### config.mk
export PLATFORM = sky130hd
export DESIGN_NAME = vc_flow_arbiter
export DESIGN_NICKNAME = d
export VERILOG_FILES = /design/src/rtl/vc_flow_arbiter.sv
export SDC_FILE = /design/constraint.sdc
export NUM_CORES = 1
export LEC_CHECK = 0
export ABC_AREA = 1
export CAP_MARGIN = 20
export CORE_ASPECT_RATIO = 0.75
export CORE_UTILIZATION = 36
export DETAILED_ROUTE_END_ITERATION = 10
export PLACE_DENSITY = 0.6
export SLEW_MARGIN = 10
export SYNTH_ARGS = -nofsm -noshare
export SYNTH_HDL_FRONTEND = slang
export SYNTH_SLANG_ARGS = --single-unit
### constraint.sdc
create_clock -name clk -period 2.25 [get_ports clk]
set_input_delay 0.675 -clock clk [delete_from_list [all_inputs] [get_ports clk]]
set_output_delay 0.675 -clock clk [all_outputs]
set_load 0.01 [all_outputs]
### src/rtl/vc_flow_arbiter.sv
// vc_flow_arbiter: two per-channel FIFOs merged round-robin into one registered stream,
// with hysteretic pause feedback to the upstream hold/translate selectors.
module vc_flow_arbiter #(
  parameter int BW      = 10,
  parameter int DEPTH   = 4,
  parameter int AW      = 2,
  parameter int HIGH_TH = 3,
  parameter int LOW_TH  = 1
) (
  input  logic          clk,
  input  logic          reset_L,
  input  logic          ENB,
  input  logic          valid0_in,
  input  logic [BW-1:0] data0_in,
  input  logic          valid1_in,
  input  logic [BW-1:0] data1_in,
  input  logic          out_ready,
  output logic [BW-1:0] data_out,
  output logic          valid_out,
  output logic          vc_out,
  output logic          pause0,
  output logic          pause1,
  output logic          empty0,
  output logic          empty1,
  output logic          full0,
  output logic          full1,
  output logic          err_overflow
);
  localparam logic [AW:0] L_DEPTH = (AW+1)'(DEPTH);
  localparam logic [AW:0] L_HI    = (AW+1)'(HIGH_TH);
  localparam logic [AW:0] L_LO    = (AW+1)'(LOW_TH);
  logic [BW-1:0]        r_mem [2][DEPTH];
  logic [1:0][AW-1:0]   r_wp, r_rp;
  logic [1:0][AW:0]     r_cnt, w_nc;
  logic [1:0]           r_pause, w_ne, w_pop, w_push, w_vin;
  logic [1:0][BW-1:0]   w_din, w_head;
  logic                 r_rr, w_adv;
  assign w_vin    = {valid1_in, valid0_in};
  assign w_din    = {data1_in, data0_in};
  assign w_head   = {r_mem[1][r_rp[1]], r_mem[0][r_rp[0]]};
  assign w_ne     = {|r_cnt[1], |r_cnt[0]};
  assign w_adv    = ENB & (out_ready | ~valid_out);
  assign w_pop[0] = w_adv & w_ne[0] & (~w_ne[1] | ~r_rr);
  assign w_pop[1] = w_adv & w_ne[1] & (~w_ne[0] | r_rr);
  assign empty0   = ~w_ne[0];
  assign empty1   = ~w_ne[1];
  assign full0    = r_cnt[0] == L_DEPTH;
  assign full1    = r_cnt[1] == L_DEPTH;
  assign pause0   = r_pause[0];
  assign pause1   = r_pause[1];
  // A full FIFO still takes a push when the same edge pops it.
  always_comb begin
    w_push = '0;
    w_nc   = '0;
    for (int c = 0; c < 2; c++) begin
      w_push[c] = w_vin[c] & ((r_cnt[c] != L_DEPTH) | w_pop[c]);
      w_nc[c]   = r_cnt[c] + (AW+1)'(w_push[c]) - (AW+1)'(w_pop[c]);
    end
  end
  always_ff @(posedge clk)
    for (int c = 0; c < 2; c++)
      if (w_push[c]) r_mem[c][r_wp[c]] <= w_din[c];
  always_ff @(posedge clk or negedge reset_L)
    if (!reset_L) begin
      r_wp         <= '0;
      r_rp         <= '0;
      r_cnt        <= '0;
      r_pause      <= '0;
      r_rr         <= 1'b0;
      data_out     <= '0;
      valid_out    <= 1'b0;
      vc_out       <= 1'b0;
      err_overflow <= 1'b0;
    end else begin
      for (int c = 0; c < 2; c++) begin
        if (w_push[c]) r_wp[c] <= r_wp[c] + AW'(1);
        if (w_pop[c]) r_rp[c] <= r_rp[c] + AW'(1);
        r_cnt[c]   <= w_nc[c];
        r_pause[c] <= (w_nc[c] >= L_HI) ? 1'b1 : (w_nc[c] <= L_LO) ? 1'b0 : r_pause[c];
      end
      if (|(w_vin & ~w_push)) err_overflow <= 1'b1;
      if (|w_pop) begin
        data_out  <= w_pop[1] ? w_head[1] : w_head[0];
        vc_out    <= w_pop[1];
        r_rr      <= w_pop[0];
        valid_out <= 1'b1;
      end else if (w_adv | ~ENB) valid_out <= 1'b0;
    end
endmodule

==> flow_results.org <==
** Timing
- Clock skew :: 7.33 ps
- Final setup violation count :: 0
- For the finished layout, the period the worst path requires is 2190 ps.
- Setup TNS :: 0 ps
- For the pin with the worst max-slew slack, the measured transition is 720 ps.
- Final max-slew violation count :: 0
- Max-slew headroom at the worst pin :: 51.9%
- In the finished design, the share of the clock period the worst path needs comes to 97.3%.
- Derived from the worst setup path, the maximum achievable clock frequency is 0.457 GHz.
- Across all setup checks in the final design, the least slack found is 61.5 ps.
- The final-report hold violation count came to 0.

** Synth
- The Yosys step of the flow raised 0 warnings.
- When the netlist entered floorplanning its net count stood at 525.
- Post-synthesis instance total :: 486
- The average instance in the mapped netlist occupies 10.1 um^2.
- Netlist area before placement :: 4920 um^2
- Yosys mapped the design onto 22 distinct sky130hd cell types.
- The share of the Yosys chip area taken by registers is 64.1%.
- Synth Register Bits :: 110

** Clock network
- Post-CTS setup-driven buffer insertion count :: 0
- In this run, CTS created clock tree buffers numbering 9.
- CTS root buffer :: clkbuf_16
- The clock passes through at most 2 buffers.
- Clk Latency, worst-skew pair :: 340 ps
- CTS tree :: done
- Number of clock sinks :: 110
- CTS built an H-tree with a depth of 3.
- Clock-pin slew was measured on the worst setup and hold paths at 70 ps.

** Placed design
- Dpl hpwl :: 6850 um
- After detailed placement, the design holds a cell count of 715.
- Prior to clock tree synthesis, the placed netlist has a worst setup slack of -725 ps.
- Placer's final routability congestion estimate :: 0.742
- Buffers placed on the I/O ports in this run total 44.

** Setup path
- In this design, the stage delay of the slowest critical-path cell is 450 ps.
- For the worst setup path, the data arrival time is 2410 ps.
- The worst setup path is launched from an input pin.
- The worst setup path is captured at a flop.
- The number of cells on the worst reg-to-reg path is 12.
- The critical path contains buffers and inverters numbering 3 combined.
- The critical path runs through a total of 11 cells.
- Worst endpoint required time :: 2470 ps
- Library cell contributing the largest single delay on the critical path :: fa_1
- Startpoint of the most critical setup path :: out_ready
- By instance count, the cell type seen most on the critical path is nand2_1.
- In this run the worst path has a maximum fanout of 5.
- The signal on the critical path passes through buf_2 > inv_12 > a21oi_4 > buf_6 > nand3_4 > or2_1 > nand2_1 > ha_2 > fa_1 > o21ai_2 > nand2_1.
- RR Startpoint :: r_cnt[0]
- On the critical path the largest part of the delay comes from adder cells.
- By startpoint and endpoint, the worst setup path is classified as in2reg.

** Power and ir drop
- Overall power consumption after layout is estimated at 7.73 mW.
- Internal power comes to 4.84 mW.
- Combinational cells account for 40.9% of the total power.
- Power per unit of standard cell area :: 1270 nW/um^2
- Of the total power, the share spent switching nets is 37.4%.
- Per report_power, the clock group accounts for 19.4% of the total.
- Total net switching power :: 2.89 mW
- Sequential group share of total power :: 39.8%
- The worst-case IR drop observed on VDD is 0.703 mV.
- Summed over all cells, the static leakage comes to 2.74 nW.

** Finish
- The library cell used most frequently in the layout, excluding fill and tap cells, is nand2_1.
- Net count of the finished layout :: 594
- Of the cells placed in the final design, the portion with a size suffix greater than 1 is 13.0%.
- The number of antenna diodes in the final layout is 0.
- Commonest cells after routing, fill and taps aside :: nand2_1 (158), edfxtp_1 (80), inv_1 (77)
- Once layout is complete, the cells apart from fillers number 731.
- The area growth from synthesis to layout is 23.5%.
- The layout has 1,231 filler cells.
- Cells fill 46.2% of the core in the end.

** Floorplanning
- Full die area :: 14,100 um^2
- Chip height :: 103 um
- Top-level I/O count :: 45
- The initial utilization of the core area, before any placement, comes to 37.4%.
- The core region is 13,200 um^2.
- Standard-cell row count :: 36
- Die boundary width :: 137 um

** GRT
- The initial antenna violation count is 0.
- Vias in the first global route :: 3,344
- Global routing used 15.3% of the available tracks.
- The first global-routing pass estimated 16,300 um of wire.
- Maximum number of pins on one net before global-route repair :: 31
- Remaining Overflow, GRT :: 0

** Routing
- Dividing the detail-routed via count by the number of cells gives 4.54.
- DRC Markers :: 0
- Dividing the detail-routed wire length by the instance count gives 13.4 um.
- Vias :: 3,318
- The routed design has 9760 um of wire.
- In this run, the number of DRC markers left after iteration 0 of detailed routing was 165.
- Final antenna-violating net count :: 0
- The first detailed-routing pass took 4 iterations.

** Min path
- The startpoint identified for the worst hold timing path is vc_out.
- Hold depth :: 2
- The path class of the tightest hold or removal check is reg2reg.

** Job
- The tool flagged a number of max-cap violations equal to 0.

** Outcome
- Outcome :: finished clean
[stage by stage]
stage                     hold slack, ps  cell area (um^2)
after global placement               459              5770
after CTS                            491              6070
after detailed placement             470              5770
after floorplan                      379              4960
final                                492              6080
after global routing                 506              6080
[power groups by stage]
stage | clock, mW | sequential, mW | combinational [mW]
2_1_floorplan | 0 | 3.08 | 1.97
3_3_place_gp | 0 | 3.10 | 3.04
3_5_place_dp | 0 | 3.11 | 3.14
4_1_cts | 1.54 | 3.07 | 3.16
5_1_grt | 1.61 | 3.12 | 3.61
6_report | 1.50 | 3.07 | 3.16
[registers in the layout, indices dropped and copies added, names as in the netlist]
register / cells
vc_out: 1
r_mem: 80
r_cnt: 6
valid_out: 1
err_overflow: 1
data_out: 10
r_pause: 2
r_rp: 4
r_rr: 1
r_wp: 4
[path summary, 6_finish.rpt]
kind / slack [ps] / end
max: 60 / r_pause[0]
min in group asynchronous: 730 / r_cnt[5]
max in group asynchronous: 1230 / data_out[4]
min reg2reg: 490 / vc_out
min: 490 / vc_out
max reg2reg: 90 / r_pause[1]
[routing by layer]
layer  GRT usage [%]  vias to the layer above  part of all wire [%]  wire length (um)
li1                -                     1679                     -                 -
met5               0                        -                     0                 0
met1            20.4                     1584                    48              4720
met3            2.88                       11                   3.0               288
met4            5.83                        0                   1.4               138
met2            25.1                       44                    47              4610
[logic make-up after synthesis]
group	Yosys count	share of synthesized area, %
buffers and inverters	97	8.16
flip-flops	110	64.1
AND/OR/NAND/NOR	256	22.6
AO/OA/AOI/OAI	7	1.02
XOR/XNOR	3	0.534
adder cells (fa/ha/maj)	13	3.61
[cells in the mapped netlist]
library cell / instances / area [um^2]
a21oi_4: 1 / 16.3
buf_2: 12 / 60.1
buf_6: 3 / 33.8
clkbuf_1: 1 / 3.75
dfrtp_1: 30 / 751
edfxtp_1: 80 / 2400
fa_1: 2 / 40.0
ha_1: 11 / 138
inv_1: 79 / 297
inv_2: 2 / 7.51
nand2_1: 158 / 593
nand2_2: 8 / 50.1
nand2_4: 1 / 11.3
nand3_1: 67 / 335
nand3_4: 2 / 35.0
nand3b_1: 1 / 7.51
nor2_1: 16 / 60.1
nor2_2: 2 / 12.5
o21ai_0: 5 / 25.0
o21ai_2: 1 / 8.76
or2_1: 1 / 6.26
xor2_1: 3 / 26.3
[worst register-to-register path, cell delays in order (launching register included)]
cell and delay, ps:
dfrtp_1 420, nor2_2 140, nand2_4 100, nand2_4 80, nand3_4 100, nand2_4 80, nand2_4 60, ha_4 270
inv_2 40, ha_4 150, fa_2 370, xor2_2 170, nand2_1 70
[layout make-up]
cell class,instances,area (um^2),share of cell area [%]
repair buffers,74,679,11.2
flip-flops and latches,110,3150,51.9
multi-input cells,279,1430,23.5
inverters,81,317,5.21
clock inverters,5,41.3,0.680
well taps,171,214,3.52
clock buffers,11,243,4.00
[repair_timing]
| action | 4_1_cts | 5_1_grt |
|---|---|---|
| cloned | 0 | 0 |
| gates resized for setup | 11 | 10 |
| setup endpoints to repair | 50 | 4 |
| hold buffers | 0 | 0 |
| pin swaps | 1 | 2 |
Note: power is estimated with default switching activity, not from simulation.
==> RTL edit 1 (same settings) <==
Change the parameter `AW` from 2 to 1.
--- a/src/rtl/vc_flow_arbiter.sv
+++ b/src/rtl/vc_flow_arbiter.sv
@@ -5,3 +5,3 @@
   parameter int DEPTH   = 4,
-  parameter int AW      = 2,
+  parameter int AW      = 1,
   parameter int HIGH_TH = 3,
Function: changed (a bounded check fails within 4 cycles, from zero or initial values and one cycle with reset_L low).
==> RTL edit 1 against the unedited design <==
Sequential cell count down 46; count of clock-buffer cells in the layout stayed put; clock power shrank 32%; final area fell by 42%; worst setup slack better by 170 ps; power is 70% lower; routed wire length is 49% lower; area after synthesis is 46% lower; sequential power fell by 59%; via count down 48%; largest power group is now sequential cells; highest routed layer unchanged.
==> RTL edit 1: results (changes against the unedited design) <==
Outcome
  – Status: finished, final reports clean

Synthesis
  – Top post-synthesis cells by area: edfxtp_1, dfrtp_1, nand2_1, nand3_1, inv_1
  – Post-synth net total: 262 (-50%)
  – Sequential element share of the synthesized area: 67.3% (+3.2 points)
  – Async set or reset register ratio after synthesis: 37.5% (+10 points)
  – Synth cell count leaders: nand2_1, edfxtp_1, dfrtp_1
  – Distinct cells, synth: 25 (+14%)
  – Top_reg_cell synth: edfxtp_1
  – Number of synthesized flops with an enable pin: 40 (-50%)

GRT
  – Global-route wire length before repair: 8.28 mm (-49%)
  – Number of global-route vias before repair: 1721 (-49%)
  – Largest net degree at the start of global routing: 25 (-19%)
  – Initial antenna violation count: 0 (unchanged)
  – Global Route Usage Sum: 14.7% (-0.61 points)

Detailed routing
  – Drt initial violations: 55 (-67%)
  – Vias per cell: 4.38 (-3.4%)
  – Per-cell routed wire length: 12.5 µm (-6.6%)

STA
  – Rel. slew slack: 71.7% (+20 points)
  – Worst Skew: 12.1 ps (+4.80 ps)

Worst hold path
  – Hold Path Cell Cnt: 2 (unchanged)

Finish
  – Layout cells sized above 1: 18.1% (+5.0 points)
  – Largest register FFs: 40 (-50%)
  – Final Net Count: 324 (-45%)
  – Filler cells: 646 (-48%)

Worst setup path
  – Crit path arrival time: 2230 ps (-180 ps)
  – Reg2Reg Depth: 10 (-2)
  – Crit Path Max Fanout: 2 (-3)

Placed design
  – IO buf count: 44 (unchanged)
  – Global placement routability congestion: 0.763 (+2.8%)
  – DP Wirelength: 3.61 mm (-47%)

Pwr
  – Leakage Power: 1.50 nW (-45%)
  – Worst VDD drop: 0.405 mV (-42%)
  – Sw frac: 18.3% (-19 points)

Clock tree
  – Clk root buf: clkbuf_8
  – Clock latency at the later pin of the worst-skew pair: 340 ps (about the same)
  – CTS H-tree depth: 3 (unchanged)
-- RTL edit 1: logic make-up (layout without fill, tap and decap cells) --
group,after synthesis,in the layout,share of synthesized area [%]
AOI/OAI and AO/OA,14,14,3.13
and+or+nand+nor,115,115,20.4
xor gates and xnor gates,6,6,2.24
DFF,64,64,67.3
buffers and inverters,29,96,5.05
adders and majority gates,4,4,1.87
-- RTL edit 1: path summary, 6_finish.rpt --
kind | from | end | slack [ps]
setup / recovery | out_ready | r_pause[1]$_DFFE_PN0P_ | 240
hold / removal | err_overflow$_DFFE_PN0P_ | err_overflow$_DFFE_PN0P_ | 460
setup reg to reg | r_cnt[0]$_DFF_PN0_ | r_pause[1]$_DFFE_PN0P_ | 610
hold reg to reg | err_overflow$_DFFE_PN0P_ | err_overflow$_DFFE_PN0P_ | 460
max in group asynchronous | reset_L | r_pause[0]$_DFFE_PN0P_ | 1290
min in group asynchronous | reset_L | data_out[5]$_DFFE_PN0P_ | 710
-- RTL edit 1: layout make-up --
cell class | instances | share of cell area, %
well taps | 98 | 3.51
clock buffers | 11 | 3.76
flip-flops and latches | 64 | 51.5
clock inverters | 5 | 2.11
inverters | 23 | 2.50
repair buffers | 57 | 15.5
multi-input cells | 139 | 21.2
-- RTL edit 1: what timing repair did --
action                                  4_1_cts  5_1_grt
endpoints found under the setup margin        2        2
endpoints found under the hold margin         0        0
gates resized for setup                       2        2
-- RTL edit 1: per-layer routing --
| layer | up-vias | wire length (µm) | track usage, % |
|---|---|---|---|
| met5 | - | 0 | 0 |
| met4 | 0 | 58 | 5.22 |
| met3 | 6 | 308 | 6.38 |
| met2 | 47 | 2140 | 21.1 |
| met1 | 809 | 2440 | 19.7 |
| li1 | 878 | - | - |
-- RTL edit 1: worst max-delay path, cell delays in order --
cell             delay [ps]
clkdlybuf4s50_1         460
inv_1                    70
a21oi_4                 170
nand3_2                  90
inv_1                    90
ha_1                    220
inv_1                    60
ha_1                    230
nor2_1                  110
nor2_1                   50
-- RTL edit 1: through the flow --
stage               instance area, µm²  hold WS, ps  power, mW  setup WS [ps]  std cells
floorplan                         2680          379       1.28            342        232
global placement                  3290          443       1.35          -70.9        381
detailed placement                3290          450       1.35           -102        381
CTS                               3490          465       2.37           47.0        397
global route                      3500          490       2.43            142        397
finish                            3500          460       2.34            236        397
-- RTL edit 1: power by group through the flow --
stage               Sequential [mW]  Clock, mW  Combinational (mW)
floorplan                      1.28          0             0.00664
global placement               1.28          0              0.0706
detailed placement             1.28          0              0.0721
CTS                            1.25       1.05              0.0724
global route                   1.25       1.10              0.0779
finish                         1.25       1.02              0.0712
==> RTL edit 2 (same flow settings) <==
Made on the original files. Make the reset (`reset_L`) synchronous in one clocked block.
--- a/src/rtl/vc_flow_arbiter.sv
+++ b/src/rtl/vc_flow_arbiter.sv
@@ -62,3 +62,3 @@
       if (w_push[c]) r_mem[c][r_wp[c]] <= w_din[c];
-  always_ff @(posedge clk or negedge reset_L)
+  always_ff @(posedge clk)
     if (!reset_L) begin
Behaviour: differs if reset_L is asserted again (counterexample within 4 cycles, from zero or initial values and one cycle with reset_L low); with reset_L held inactive, the same outputs for 4 cycles.
==> RTL edit 2 against the unedited design <==
Synthesized cell count fell by 2.5%; routed wire length decreased by 0.48%; worst setup slack worse by 34 ps; power down 17%; cell count down 1.4%; combinational power down 29%; final area decreased by 1.9%; sequential cell count did not move; sequential share of layout area fell by 1.4 points; count of clock-buffer cells in the layout down 1; area after synthesis fell by 2.6%.
==> RTL edit 2: results (changes against the unedited design) <==
Outcome
  – Status: finished, final reports clean

Synthesis
  – Synth cell count leaders: edfxtp_1, nand2_1, nor2_1
  – Distinct cells, synth: 23 (+4.5%)
  – Post-synth net total: 513 (-2.3%)
  – Async set or reset register ratio after synthesis: 0% (-27 points)
  – Number of synthesized flops with an enable pin: 80 (unchanged)
  – Top post-synthesis cells by area: edfxtp_1, dfxtp_1, nand2_1, nor2_1, o21ai_0
  – Sequential element share of the synthesized area: 62.7% (-1.4 points)
  – Post-Synthesis Cells: 474 (-2.5%)
  – Top_reg_cell synth: edfxtp_1
  – Synth Warn #: 0 (unchanged)

Detailed routing
  – Detail Route met3 WL: 496 µm (+72%)
  – Via Count: 3314 (-0.12%)
  – 1st-pass router iterations: 4 (unchanged)
  – Met2 wire length: 4.32 mm (-6.3%)
  – M1 WL: 4.76 mm (+0.83%)
  – Drt initial violations: 206 (+25%)
  – Per-cell routed wire length: 13.5 µm (+0.90%)
  – WL final: 9.71 mm (-0.48%)
  – Uppermost routed layer: met4

STA
  – Worst Skew: 7.41 ps (+0.0799 ps)
  – Rel. slew slack: 55.1% (+3.2 points)

Pwr
  – Worst VDD drop: 0.501 mV (-29%)
  – Leakage Power: 2.46 nW (-10%)

Worst hold path
  – Hold Path Cell Cnt: 2 (unchanged)
  – Worst hold path type: reg2reg

Placed design
  – Global placement routability congestion: 0.752 (+1.4%)
  – Placement Cell Area: 0.00565 mm² (-2.1%)
  – IO buf count: 44 (unchanged)
  – DP Wirelength: 6.75 mm (-1.4%)
  – Post-placement cell count: 703 (-1.7%)
  – Dpl ws: -776 ps (-50.5 ps)

Clock tree
  – Clock slew at reported path FFs: 70 ps (about the same)
  – Clk root buf: clkbuf_16
  – CTS H-tree depth: 3 (unchanged)
  – Clock latency at the later pin of the worst-skew pair: 350 ps
  – CTS Buf Count: 9 (unchanged)
  – Max clock buf depth: 2 (unchanged)

Worst setup path
  – Cell family with most CP delay: adder cells
  – Crit path arrival time: 2490 ps (+80 ps)
  – Worst path max stage delay: 510 ps (+60 ps)
  – Crit Path Max Fanout: 3 (-2)
  – Reg2Reg Depth: 13 (+1)
  – Slowest CP cell: fa_2

GRT
  – Global Route Usage Sum: 15.1% (-0.19 points)
  – Grt met1 use: 20.8% (+0.45 points)
  – GR Util met2: 23.0% (-2.1 points)
  – Largest net degree at the start of global routing: 24 (-23%)
  – Initial antenna violation count: 1 (+1)
  – Grt ovf: 0 (unchanged)
  – Number of global-route vias before repair: 3129 (-6.4%)
  – GR Layer Usage met3: 4.17% (+1.3 points)
  – Global-route wire length before repair: 15.6 mm (-4.3%)

Finish
  – Largest register FFs: 80 (unchanged)
  – # diodes: 0 (unchanged)
  – Layout cells sized above 1: 17.1% (+4.1 points)
  – Final Net Count: 584 (-1.7%)
==> RTL edit 2: cell count changes in the layout (fill, tap and decap cells not counted), sizes merged, moves of 11 or more <==
cell   before  now
nand2     167   86
nor2       18   70
o21ai       6   58
nand3      69   36
dfrtp      30    0
dfxtp       0   30
inv        83   71
a21oi       1   12
==> RTL edit 2: power breakdown <==
group | internal [mW] | leakage, nW | switching, mW
Combinational | 0.939 | 1.34 | 1.31
Sequential | 2.52 | 0.982 | 0.187
Clock | 0.760 | 0.132 | 0.716
Total | 4.22 | 2.46 | 2.22
==> RTL edit 2: timing repair <==
item / in CTS / in global routing
gates resized for setup: 15 / 8
buffers inserted: 1 / 1
pin swaps: 1 / 3
endpoints found under the setup margin: 9 / 4
cloned: 0 / 0
hold endpoints to repair: 0 / 0
==> RTL edit 2: final cells by class <==
class                      count  area, µm²
clock inverter                 6       45.0
inverter                      69        274
clock buffer                  10        229
tap                          171        214
timing repair buffer          76        676
sequential                   110       3010
multi-input combinational    279       1520
fill                        1218       7010
==> RTL edit 2: kinds of logic (layout without fill, tap and decap cells) <==
family,after synthesis,in the layout,share of synthesized area [%]
buf+inv,85,161,7.18
compound gates,70,70,7.78
simple gates,193,193,18.1
flops,110,110,62.7
fa+ha+maj,13,13,3.71
xor+xnor,3,3,0.548
==> RTL edit 2: path summary, 6_finish.rpt <==
path / startpoint / end / slack, ps
min reg2reg: r_wp[3]$_SDFFE_PN0P_ / r_wp[3]$_SDFFE_PN0P_ / 520
max: out_ready / r_pause[0]$_SDFFE_PN0P_ / 30
min: r_wp[3]$_SDFFE_PN0P_ / r_wp[3]$_SDFFE_PN0P_ / 520
max reg2reg: r_cnt[0]$_SDFF_PN0_ / r_pause[0]$_SDFFE_PN0P_ / 80
